## src/rtl/seg7_capture_debug.sv

```systemverilog
// seg7_capture_debug: demultiplexes a time-multiplexed MCU 7-segment stream
// into static per-digit registers, with glitch filtering, stale-digit blanking
// and a paged hex debug view of a wide word.

// One display digit: captured pattern, staleness timer and output register.
module seg7_digit_lane #(
  parameter int STALE_CYCLES = 1048576,
  parameter bit DP_KEEP_BIT  = 1'b1
) (
  input  logic       clk,
  input  logic       reset_n,
  input  logic       latch_en,
  input  logic [7:0] latch_val,
  input  logic       debug_en,
  input  logic [7:0] dbg_glyph,
  output logic [7:0] seg,
  output logic       stale
);
  localparam int STW = $clog2(STALE_CYCLES + 1);
  localparam logic [STW-1:0] STALE_MAX = STW'(STALE_CYCLES);

  logic [7:0]     cap_q, cap_d;
  logic [7:0]     seg_q, seg_d;
  logic [STW-1:0] age_q, age_d;
  logic           stale_q, stale_d;

  // Latch wins over blanking; the output register sees the post-update cap so
  // a blank appears on the same edge the timer saturates.
  always_comb begin
    cap_d   = cap_q;
    age_d   = age_q;
    stale_d = stale_q;
    if (latch_en) begin
      cap_d   = DP_KEEP_BIT ? latch_val : (latch_val | 8'h01);
      age_d   = '0;
      stale_d = 1'b0;
    end else begin
      if (age_q != STALE_MAX) age_d = age_q + 1'b1;
      if (age_d == STALE_MAX) begin
        cap_d   = 8'hFF;
        stale_d = 1'b1;
      end
    end
    seg_d = debug_en ? dbg_glyph : cap_d;
  end

  // Lane state; reset shows a blank, stale digit.
  always_ff @(posedge clk or negedge reset_n) begin
    if (!reset_n) begin
      cap_q   <= 8'hFF;
      seg_q   <= 8'hFF;
      age_q   <= '0;
      stale_q <= 1'b1;
    end else begin
      cap_q   <= cap_d;
      seg_q   <= seg_d;
      age_q   <= age_d;
      stale_q <= stale_d;
    end
  end

  assign seg   = seg_q;
  assign stale = stale_q;
endmodule

// Top: shared stability filter and debug glyph generation, one lane per digit.
module seg7_capture_debug #(
  parameter int               DIGITS        = 4,
  parameter int               STABLE_CYCLES = 4,
  parameter int               STALE_CYCLES  = 1048576,
  parameter int               DEBUG_W       = 32,
  parameter logic [DIGITS-1:0] DP_KEEP      = DIGITS'(1),
  localparam int              NPP           = 4 * DIGITS,
  localparam int              PAGES         = (DEBUG_W + NPP - 1) / NPP,
  localparam int              PW            = (PAGES > 1) ? $clog2(PAGES) : 1
) (
  input  logic                   clk,
  input  logic                   reset_n,
  input  logic                   debug_en,
  input  logic [7:0]             mcu_seg,
  input  logic [DIGITS-1:0]      mcu_digit,
  input  logic [DEBUG_W-1:0]     debug_value,
  input  logic [PW-1:0]          debug_page,
  output logic [DIGITS-1:0][7:0] seg,
  output logic [DIGITS-1:0]      stale,
  output logic                   debug_active
);
  localparam int SW   = (STABLE_CYCLES > 1) ? $clog2(STABLE_CYCLES) : 1;
  localparam int PADW = PAGES * NPP;
  localparam logic [SW-1:0] STAB_MAX = SW'(STABLE_CYCLES - 1);

  // Active-low {a,b,c,d,e,f,g,h} hex glyphs, dot off.
  function automatic logic [7:0] hex_glyph(input logic [3:0] n);
    case (n)
      4'h0: hex_glyph = 8'h03;
      4'h1: hex_glyph = 8'h9F;
      4'h2: hex_glyph = 8'h25;
      4'h3: hex_glyph = 8'h0D;
      4'h4: hex_glyph = 8'h99;
      4'h5: hex_glyph = 8'h49;
      4'h6: hex_glyph = 8'h41;
      4'h7: hex_glyph = 8'h1F;
      4'h8: hex_glyph = 8'h01;
      4'h9: hex_glyph = 8'h09;
      4'hA: hex_glyph = 8'h11;
      4'hB: hex_glyph = 8'hC1;
      4'hC: hex_glyph = 8'h63;
      4'hD: hex_glyph = 8'h85;
      4'hE: hex_glyph = 8'h61;
      default: hex_glyph = 8'h71;
    endcase
  endfunction

  logic [DIGITS+7:0]        prev_q, prev_d;
  logic [SW-1:0]            stab_q, stab_d;
  logic                     debug_active_q, debug_active_d;
  logic [DIGITS-1:0]        prev_dig;
  logic                     latch_ok;
  logic [DIGITS-1:0]        latch_en;
  logic [PADW-1:0]          dbg_pad;
  logic [NPP-1:0]           dbg_win;
  logic                     page_ok;
  logic [DIGITS-1:0][7:0]   dbg_glyph;

  // Stability run: restart on any bit change, saturate once long enough.
  always_comb begin
    prev_d = {mcu_digit, mcu_seg};
    stab_d = stab_q;
    if (prev_d != prev_q)       stab_d = '0;
    else if (stab_q != STAB_MAX) stab_d = stab_q + 1'b1;
    debug_active_d = debug_en;
  end

  // Filter state; previous sample resets to all ones so the first real sample
  // after release starts a fresh run.
  always_ff @(posedge clk or negedge reset_n) begin
    if (!reset_n) begin
      prev_q         <= '1;
      stab_q         <= '0;
      debug_active_q <= 1'b0;
    end else begin
      prev_q         <= prev_d;
      stab_q         <= stab_d;
      debug_active_q <= debug_active_d;
    end
  end

  // Latch the held sample into the one digit selected low, only when exactly
  // one select bit is low.
  always_comb begin
    prev_dig = prev_q[DIGITS+7:8];
    latch_ok = (stab_q == STAB_MAX) && $onehot(~prev_dig);
    latch_en = latch_ok ? ~prev_dig : '0;
  end

  assign dbg_pad = PADW'(debug_value);

  // Pick the page window (bits past DEBUG_W are zero-padded) and make glyphs;
  // an out-of-range page blanks every digit, digit 0 shows a dot otherwise.
  always_comb begin
    dbg_win = '0;
    page_ok = 1'b0;
    for (int p = 0; p < PAGES; p++) begin
      if (debug_page == PW'(p)) begin
        dbg_win = dbg_pad[p*NPP +: NPP];
        page_ok = 1'b1;
      end
    end
    for (int k = 0; k < DIGITS; k++) begin
      dbg_glyph[k] = page_ok ? hex_glyph(dbg_win[4*k +: 4]) : 8'hFF;
    end
    if (page_ok) dbg_glyph[0][0] = 1'b0;
  end

  for (genvar i = 0; i < DIGITS; i++) begin : g_lane
    seg7_digit_lane #(
      .STALE_CYCLES(STALE_CYCLES),
      .DP_KEEP_BIT (DP_KEEP[i])
    ) u_lane (
      .clk      (clk),
      .reset_n  (reset_n),
      .latch_en (latch_en[i]),
      .latch_val(prev_q[7:0]),
      .debug_en (debug_en),
      .dbg_glyph(dbg_glyph[i]),
      .seg      (seg[i]),
      .stale    (stale[i])
    );
  end

  assign debug_active = debug_active_q;
endmodule
```

## config.mk

```make
export PLATFORM = sky130hd
export DESIGN_NAME = seg7_capture_debug
export DESIGN_NICKNAME = d
export VERILOG_FILES = /design/src/rtl/seg7_capture_debug.sv
export SDC_FILE = /design/constraint.sdc
export NUM_CORES = 1
export LEC_CHECK = 0
export BUFFER_PORTS_ARGS = -buffer_cell sky130_fd_sc_hd__buf_4
export CAP_MARGIN = 20
export CORE_UTILIZATION = 40
export DETAILED_ROUTE_END_ITERATION = 10
export MAX_ROUTING_LAYER = met4
export SETUP_SLACK_MARGIN = 0.4
export SLEW_MARGIN = 5
export SYNTH_ARGS = -nofsm -noshare
export SYNTH_HDL_FRONTEND = slang
export SYNTH_SLANG_ARGS = --single-unit
```

## constraint.sdc

```tcl
create_clock -name clk -period 3.6 [get_ports clk]
set_clock_uncertainty 0.15 [all_clocks]
set_input_delay 0.18 -clock clk [delete_from_list [all_inputs] [get_ports clk]]
set_output_delay 0.18 -clock clk [all_outputs]
set_load 0.01 [all_outputs]
```

==> summary.md, run 1 <==
| Metric | Value |
|---|---|
| Num Clock Sinks | `between 150 and 200` |
| RSZ-0062 raised after global routing | `yes` |
| First-pass GRT wire length | `approximately 40000 um` |
| Endpoints failing hold | `0` |
| Vias per cell | `~5.4` |
| Grt total ovfl | `0` |
| Static leakage | `slightly below 5 nW` |
| Vias in the first global route | `roughly 7.6k` |
| Via count | `8119` |
| Unique cell type count in the Yosys netlist | `a little over 70` |
| CTS tree | `yes` |
| 1st-pass router iterations | `5` |
| Hpwl dp | `16900 um` |
| Synth area leader | `dfrtp_1` |
| Fin nets | `about 1.3k` |
| Routed len/inst | `between 15 and 20 um` |
| Share of layout cells above drive strength 1 | `0.234` |
| Setup TNS | `0 ns` |
| Final Max Tran Viols | `0` |
| Syn. warnings | `0` |
| Clk Latency, worst-skew pair | `roughly 0.43 ns` |
| # port buffers | `between 80 and 90` |
| Min Tclk post-route | `3.03 ns` |
| Post-Route WL | `approximately 24000 um` |
| Final Cycle Share | `0.842` |
| DRT iter0 DRCs | `between 400 and 500` |
| F_max | `between 0.3 and 0.4 GHz` |
| Total global-route track usage | `0.196` |
| Core box area | `approximately 25000 um2` |
| Seq/Total Area, Yosys | `0.413` |
| Most frequent cells in the layout | `nor2_1, buf_4, dfrtp_1` |
| Avg Cell Area, Syn | `between 9 and 10 um2` |
| Die ar. | `~27000 um2` |
| Syn_nets | `between 1k and 1.5k` |
| Largest net degree at the start of global routing | `a little under 80` |
| Setup crit end kind | `flop` |
| Setup Crit Path Kind | `flop to flop` |
| #FFs+latches synth | `167` |
| Cell Rows | `between 50 and 60` |
| Placed cell areas | `11200 um2` |
| DR DRC count | `0` |
| Post-synth top flop | `dfrtp_1` |
| Design Area, Final | `11900 um2` |
| Placer Congestion | `slightly below 0.9` |
| Most common library cell in the layout ignoring fill and taps | `nor2_1` |
| Final Util | `0.470` |
| Starting Density | `0.409` |
| # fillers | `2403` |
| Place WS | `about 0.42 ns` |
| Top post-synthesis cells by area | `dfrtp_1, dfstp_2, nor2_1, xnor2_1, ha_1` |
| CTS buffer count | `17` |
| Synthesized instance count | `roughly 1.1k` |
| DRT antenna net count | `0` |
| Initial antenna violation count | `0` |
| Root Buffer | `clkbuf_16` |
| Worst vdd ir | `0.000304 V` |
| Critical Path RT | `between 3 and 4 ns` |
| Reg area | `4280 um2` |
| Critical path arrival | `approximately 3.2 ns` |
| HP Class | `primary input to flop` |
| Ports | `85` |
| Area Overhead vs Synth | `14.9%` |
| Final setup margin | `0.567 ns` |
| Clock buffer depth | `2` |
| Multi-input combinational cell area | `5630 um2` |
| Max H-tree Level | `4` |
| Area of the mapped netlist | `just over 10000 um2` |
| Post-synth top area share | `0.210` |
| Diodes inserted | `0` |
| Number of flops mapped to enable cells by yosys | `0` |
| Die Wd | `163 um` |
| Status | `complete, no violations` |
| Final setup viols | `0` |
| Slew @ Worst Pin | `between 0.6 and 0.7 ns` |
| Number of max-cap violations | `0` |
| Crit path max fanout | `15` |
| R2R setup slack | `between 0.5 and 0.6 ns` |
| Power Density | `about 360 nW/um2` |
| Relative max-transition margin | `0.533` |
| Critical path launch point type | `flop` |
| Worst-path clk slew | `approximately 0.07 ns` |
| Post-synthesis async set-or-reset flop share | `1.00` |
| Chip height | `about 160 um` |
cell usage after synthesis, types with 6 or more instances:
cell type and n:
inv_1 36, a21oi_4 7, nor2_1 185, mux2_2 13, clkbuf_1 39, o311ai_0 7, a21oi_2 16, and2_1 12
dfrtp_1 87, xor2_1 50, a211oi_1 10, nand2_1 56, o211ai_1 7, o21a_1 7, and3_1 15, and4_1 14
o31ai_1 6, o22ai_1 12, or3_1 7, dfstp_2 80, or2_2 7, o21ai_0 24, mux2i_1 32, nor3_1 52
nand2b_1 6, buf_2 21, a21oi_1 46, xnor2_1 55, nor4_1 15, ha_1 35, nand3_1 37, nand4_1 27
a31oi_1 8
registers in the layout, summed over array words and instances, names as in the netlist:
name / cells
g_lane.u_lane.stale: 4
g_lane.u_lane.age_q: 84
g_lane.u_lane.cap_q: 32
prev_q: 12
g_lane.u_lane.seg: 32
stab_q: 2
debug_active: 1
cells by family (layout without fill, tap and decap cells):
family / count (synthesis) / in the layout / share of synthesized area
AND/OR/NAND/NOR: 475 / 475 / 0.240
AO/OA/AOI/OAI: 178 / 178 / 0.123
flip-flops: 167 / 167 / 0.413
buffers and inverters: 107 / 177 / 0.0457
XOR/XNOR: 105 / 105 / 0.0888
multiplexers: 45 / 45 / 0.0451
adder cells (fa/ha/maj): 36 / 36 / 0.0442
timing repair:
item,in CTS,in global routing
setup buffers,0,1
pin swaps,0,1
hold endpoints to repair,66,0
hold buffers,13,0
resized for setup,0,2
endpoints found under the setup margin,1,41
routing by layer:
| metal | vias to the layer above | GRT usage | wire [um] |
|---|---|---|---|
| met1 | 3894 | 0.281 | 12400 |
| met5 | - | - | 0 |
| met2 | 178 | 0.284 | 10900 |
| met4 | 0 | 0.0472 | 241 |
| li1 | 4031 | - | - |
| met3 | 16 | 0.0367 | 937 |
path summary, 6_finish.rpt:
kind                                        endpoint              startpoint  depth (start not counted)
max                          g_lane[2].u_lane.seg[4]               prev_q[8]                          8
min                                     debug_active                debug_en                          1
max reg2reg                  g_lane[2].u_lane.seg[4]               prev_q[8]                          8
min reg2reg                   g_lane[2].u_lane.stale  g_lane[2].u_lane.stale                          2
max in group asynchronous                  prev_q[9]                 reset_n                          3
min in group asynchronous  g_lane[2].u_lane.age_q[0]                 reset_n                          2
worst max-delay path, stage by stage, from the launching register on:
cell	delay (ns)
dfstp_2	0.40
fa_1	0.53
inv_1	0.04
ha_1	0.17
ha_1	0.31
nor4bb_2	0.48
nand2_1	0.42
o31ai_1	0.40
a21oi_2	0.05
power by group:
group          internal, mW  switching, mW
clock network          1.07          0.780
logic                 0.187          0.234
registers              1.94         0.0353
total                  3.20           1.05
metrics by stage:
stage	cells	hold slack (ns)	total power, mW
5_1_grt	1513	0.0342	4.44
4_1_cts	1512	0.0205	4.31
3_3_place_gp	1467	0.0418	2.42
3_5_place_dp	1467	0.0425	2.42
2_1_floorplan	1113	-0.266	2.21
6_report	1513	0.0535	4.25
cell type report:
| class | count | area share |
|---|---|---|
| sequential | 167 | 0.359 |
| inverter | 36 | 0.0113 |
| timing repair buffer | 109 | 0.0728 |
| multi-input combinational | 839 | 0.473 |
| clock buffer | 22 | 0.0391 |
| tap | 330 | 0.0347 |
| clock inverter | 10 | 0.00998 |
No activity file was read; power rests on OpenSTA's default activity.
==> inputs of run 2 (changes only) <==
==> constraint.sdc (replaced) <==
create_clock -name clk -period 2.99 [get_ports clk]
set_clock_uncertainty 0.15 [all_clocks]
set_input_delay 0.1495 -clock clk [delete_from_list [all_inputs] [get_ports clk]]
set_output_delay 0.1495 -clock clk [all_outputs]
set_load 0.01 [all_outputs]
==> run 2 against run 1 <==
Effect of this change: sequential share of layout area is 4.8 points lower; worst hold slack better by 0.075 ns; global-route usage is 1.8 points higher; via count is 7.9% higher; register-to-register slack worse by 0.27 ns; flip-flop and latch count stayed put; sequential power is 20% higher.
==> summary.md, run 2 (synthesis gave the netlist of run 1 again) <==
| Metric | Value |
|---|---|
| RSZ-0062 raised after global routing | `yes` |
| R2R depth | `10` |
| Final Cycle Share | `0.899` |
| Final setup viols | `0` |
| Routed len/inst | `17.3 um` |
| Hpwl dp | `18100 um` |
| Core box area | `between 20000 and 30000 um2` |
| Placed cells | `1507` |
| Vias per cell | `5.44` |
| Min Tclk post-route | `2.69 ns` |
| Final Util | `0.547` |
| Via count | `8764` |
| Endpoints failing hold | `0` |
| Source of the worst hold timing path | `debug_value[6]` |
| Total global-route track usage | `0.214` |
| Max H-tree Level | `4` |
| Post-Route WL | `~28000 um` |
| CTS buffer count | `17` |
| Ports | `85` |
| Setup TNS | `0 ns` |
| Place WS | `about 0.066 ns` |
| R2R setup slack | `approximately 0.30 ns` |
| Largest net degree at the start of global routing | `~70` |
| Worst r2r dst | `g_lane[3].u_lane.seg[4]` |
| Design Area, Final | `between 10000 and 15000 um2` |
| Starting Density | `0.409` |
| CTS tree | `yes` |
| Met3 global-route usage | `0.0326` |
| Setup crit end kind | `flop` |
| Layout Cells excl Fill | `about 1.6k` |
| Fin nets | `roughly 1.4k` |
| Reg-to-reg startpoint | `prev_q[11]` |
| Critical Path RT | `about 3.2 ns` |
| Placed cell areas | `11500 um2` |
| Number of max-cap violations | `0` |
| Area Overhead vs Synth | `33.6%` |
| Power Density | `375 nW/um2` |
| Placer Congestion | `slightly below 0.9` |
| Crit path max fanout | `7` |
| Chip height | `163 um` |
| Worst-path clk slew | `0.07 ns` |
| Clock buffer depth | `2` |
| 1st-pass router iterations | `4` |
| # port buffers | `between 80 and 90` |
| Diodes inserted | `0` |
| Clk Latency, worst-skew pair | `between 0.4 and 0.5 ns` |
| Num Clock Sinks | `roughly 170` |
| Share of layout cells above drive strength 1 | `0.407` |
| Hold slack | `0.128 ns` |
| Largest register by flop count | `g_lane.u_lane.age_q` |
| Root Buffer | `clkbuf_16` |
| Most common library cell in the layout ignoring fill and taps | `buf_4` |
| Initial antenna violation count | `0` |
| Met2 Resource Use GR | `0.317` |
| DRT iter0 DRCs | `676` |
| F_max | `~0.37 GHz` |
| Cell Rows | `slightly below 60` |
| Min-Delay Path Depth | `5` |
| Critical Path Start | `prev_q[11]` |
| Slew @ Worst Pin | `1.00 ns` |
| DR DRC count | `0` |
| Worst vdd ir | `around 0.00037 V` |
| Design Power | `around 5.2 mW` |
| HP Class | `primary input to flop` |
| Vias in the first global route | `8307` |
| GRT Max-Usage Layer | `met2` |
| Static leakage | `~5.7 nW` |
| Die ar. | `26500 um2` |
| Hold EP | `g_lane[1].u_lane.seg[4]` |
| Critical path launch point type | `flop` |
| Grt total ovfl | `0` |
| Die Wd | `about 160 um` |
| Most frequent cells in the layout | `buf_4, nor2_1, dfstp_2` |
| Max reg flops | `between 80 and 90` |
| Relative max-transition margin | `0.323` |
| DRT antenna net count | `0` |
| Critical path arrival | `around 2.9 ns` |
| Setup Crit Path Kind | `flop to flop` |
| Final setup margin | `0.301 ns` |
| Global Route met1 Usage | `0.304` |
| Final Max Tran Viols | `0` |
| Status | `complete, no violations` |
| First-pass GRT wire length | `about 44000 um` |
run 2: cell types whose count changed in the layout (fill, tap and decap cells not counted), moves of 23 or more:
cell / delta
nor2_1: -34
dfrtp_2: +23
nor2_4: +26
dfrtp_1: -23
a21oi_2: +23
buf_4: +62
a21oi_1: -29
run 2: final cells by class:
class,count,area (um2)
fill,2186,11500
multi-input combinational,839,6470
sequential,167,4310
timing repair buffer,208,1920
clock buffer,18,450
tap,330,413
clock inverter,14,148
inverter,36,135
run 2: worst max path at each step:
| stage | end | slack (ns) | cells past startpoint |
|---|---|---|---|
| 6_report | g_lane[3].u_lane.seg[4] | 0.30 | 10 |
| 5_1_grt | g_lane[1].u_lane.seg[6] | 0.20 | 10 |
| 4_1_cts | g_lane[1].u_lane.seg[5] | 0.32 | 9 |
| 3_5_place_dp | g_lane[0].u_lane.seg[0] | 0.07 | 8 |
| 3_3_place_gp | g_lane[3].u_lane.seg[0] | 0.14 | 9 |
| 2_1_floorplan | g_lane[3].u_lane.seg[4] | 0.37 | 9 |
run 2: critical path, stage by stage, from the launching register on:
cell and delay (ns):
dfstp_2 0.56, fa_1 0.43, inv_2 0.08, ha_4 0.13, ha_4 0.20, nor4bb_4 0.29, buf_4 0.21, nand2b_4 0.12
nor2_4 0.14, a21oi_4 0.04, mux2_2 0.26
run 2: report_power, final:
part | internal [mW] | switching, mW
logic | 0.266 | 0.326
registers | 2.34 | 0.0453
clock network | 1.17 | 1.04
total | 3.77 | 1.41
run 2: what timing repair did:
item,in CTS,in global routing
hold buffers,14,0
setup endpoints to repair,126,147
cloned,1,9
pin swaps,22,51
setup buffers,28,21
resized for setup,69,168
hold endpoints to repair,41,0
run 2: routing by layer:
layer  routed length [um]  part of all wire  vias to the layer above
met5                    0                 0                        -
met1                13200              0.47                     4302
met3                 1070             0.038                       33
met2                13200              0.47                      195
li1                     -                 -                     4234
met4                  410             0.015                        0
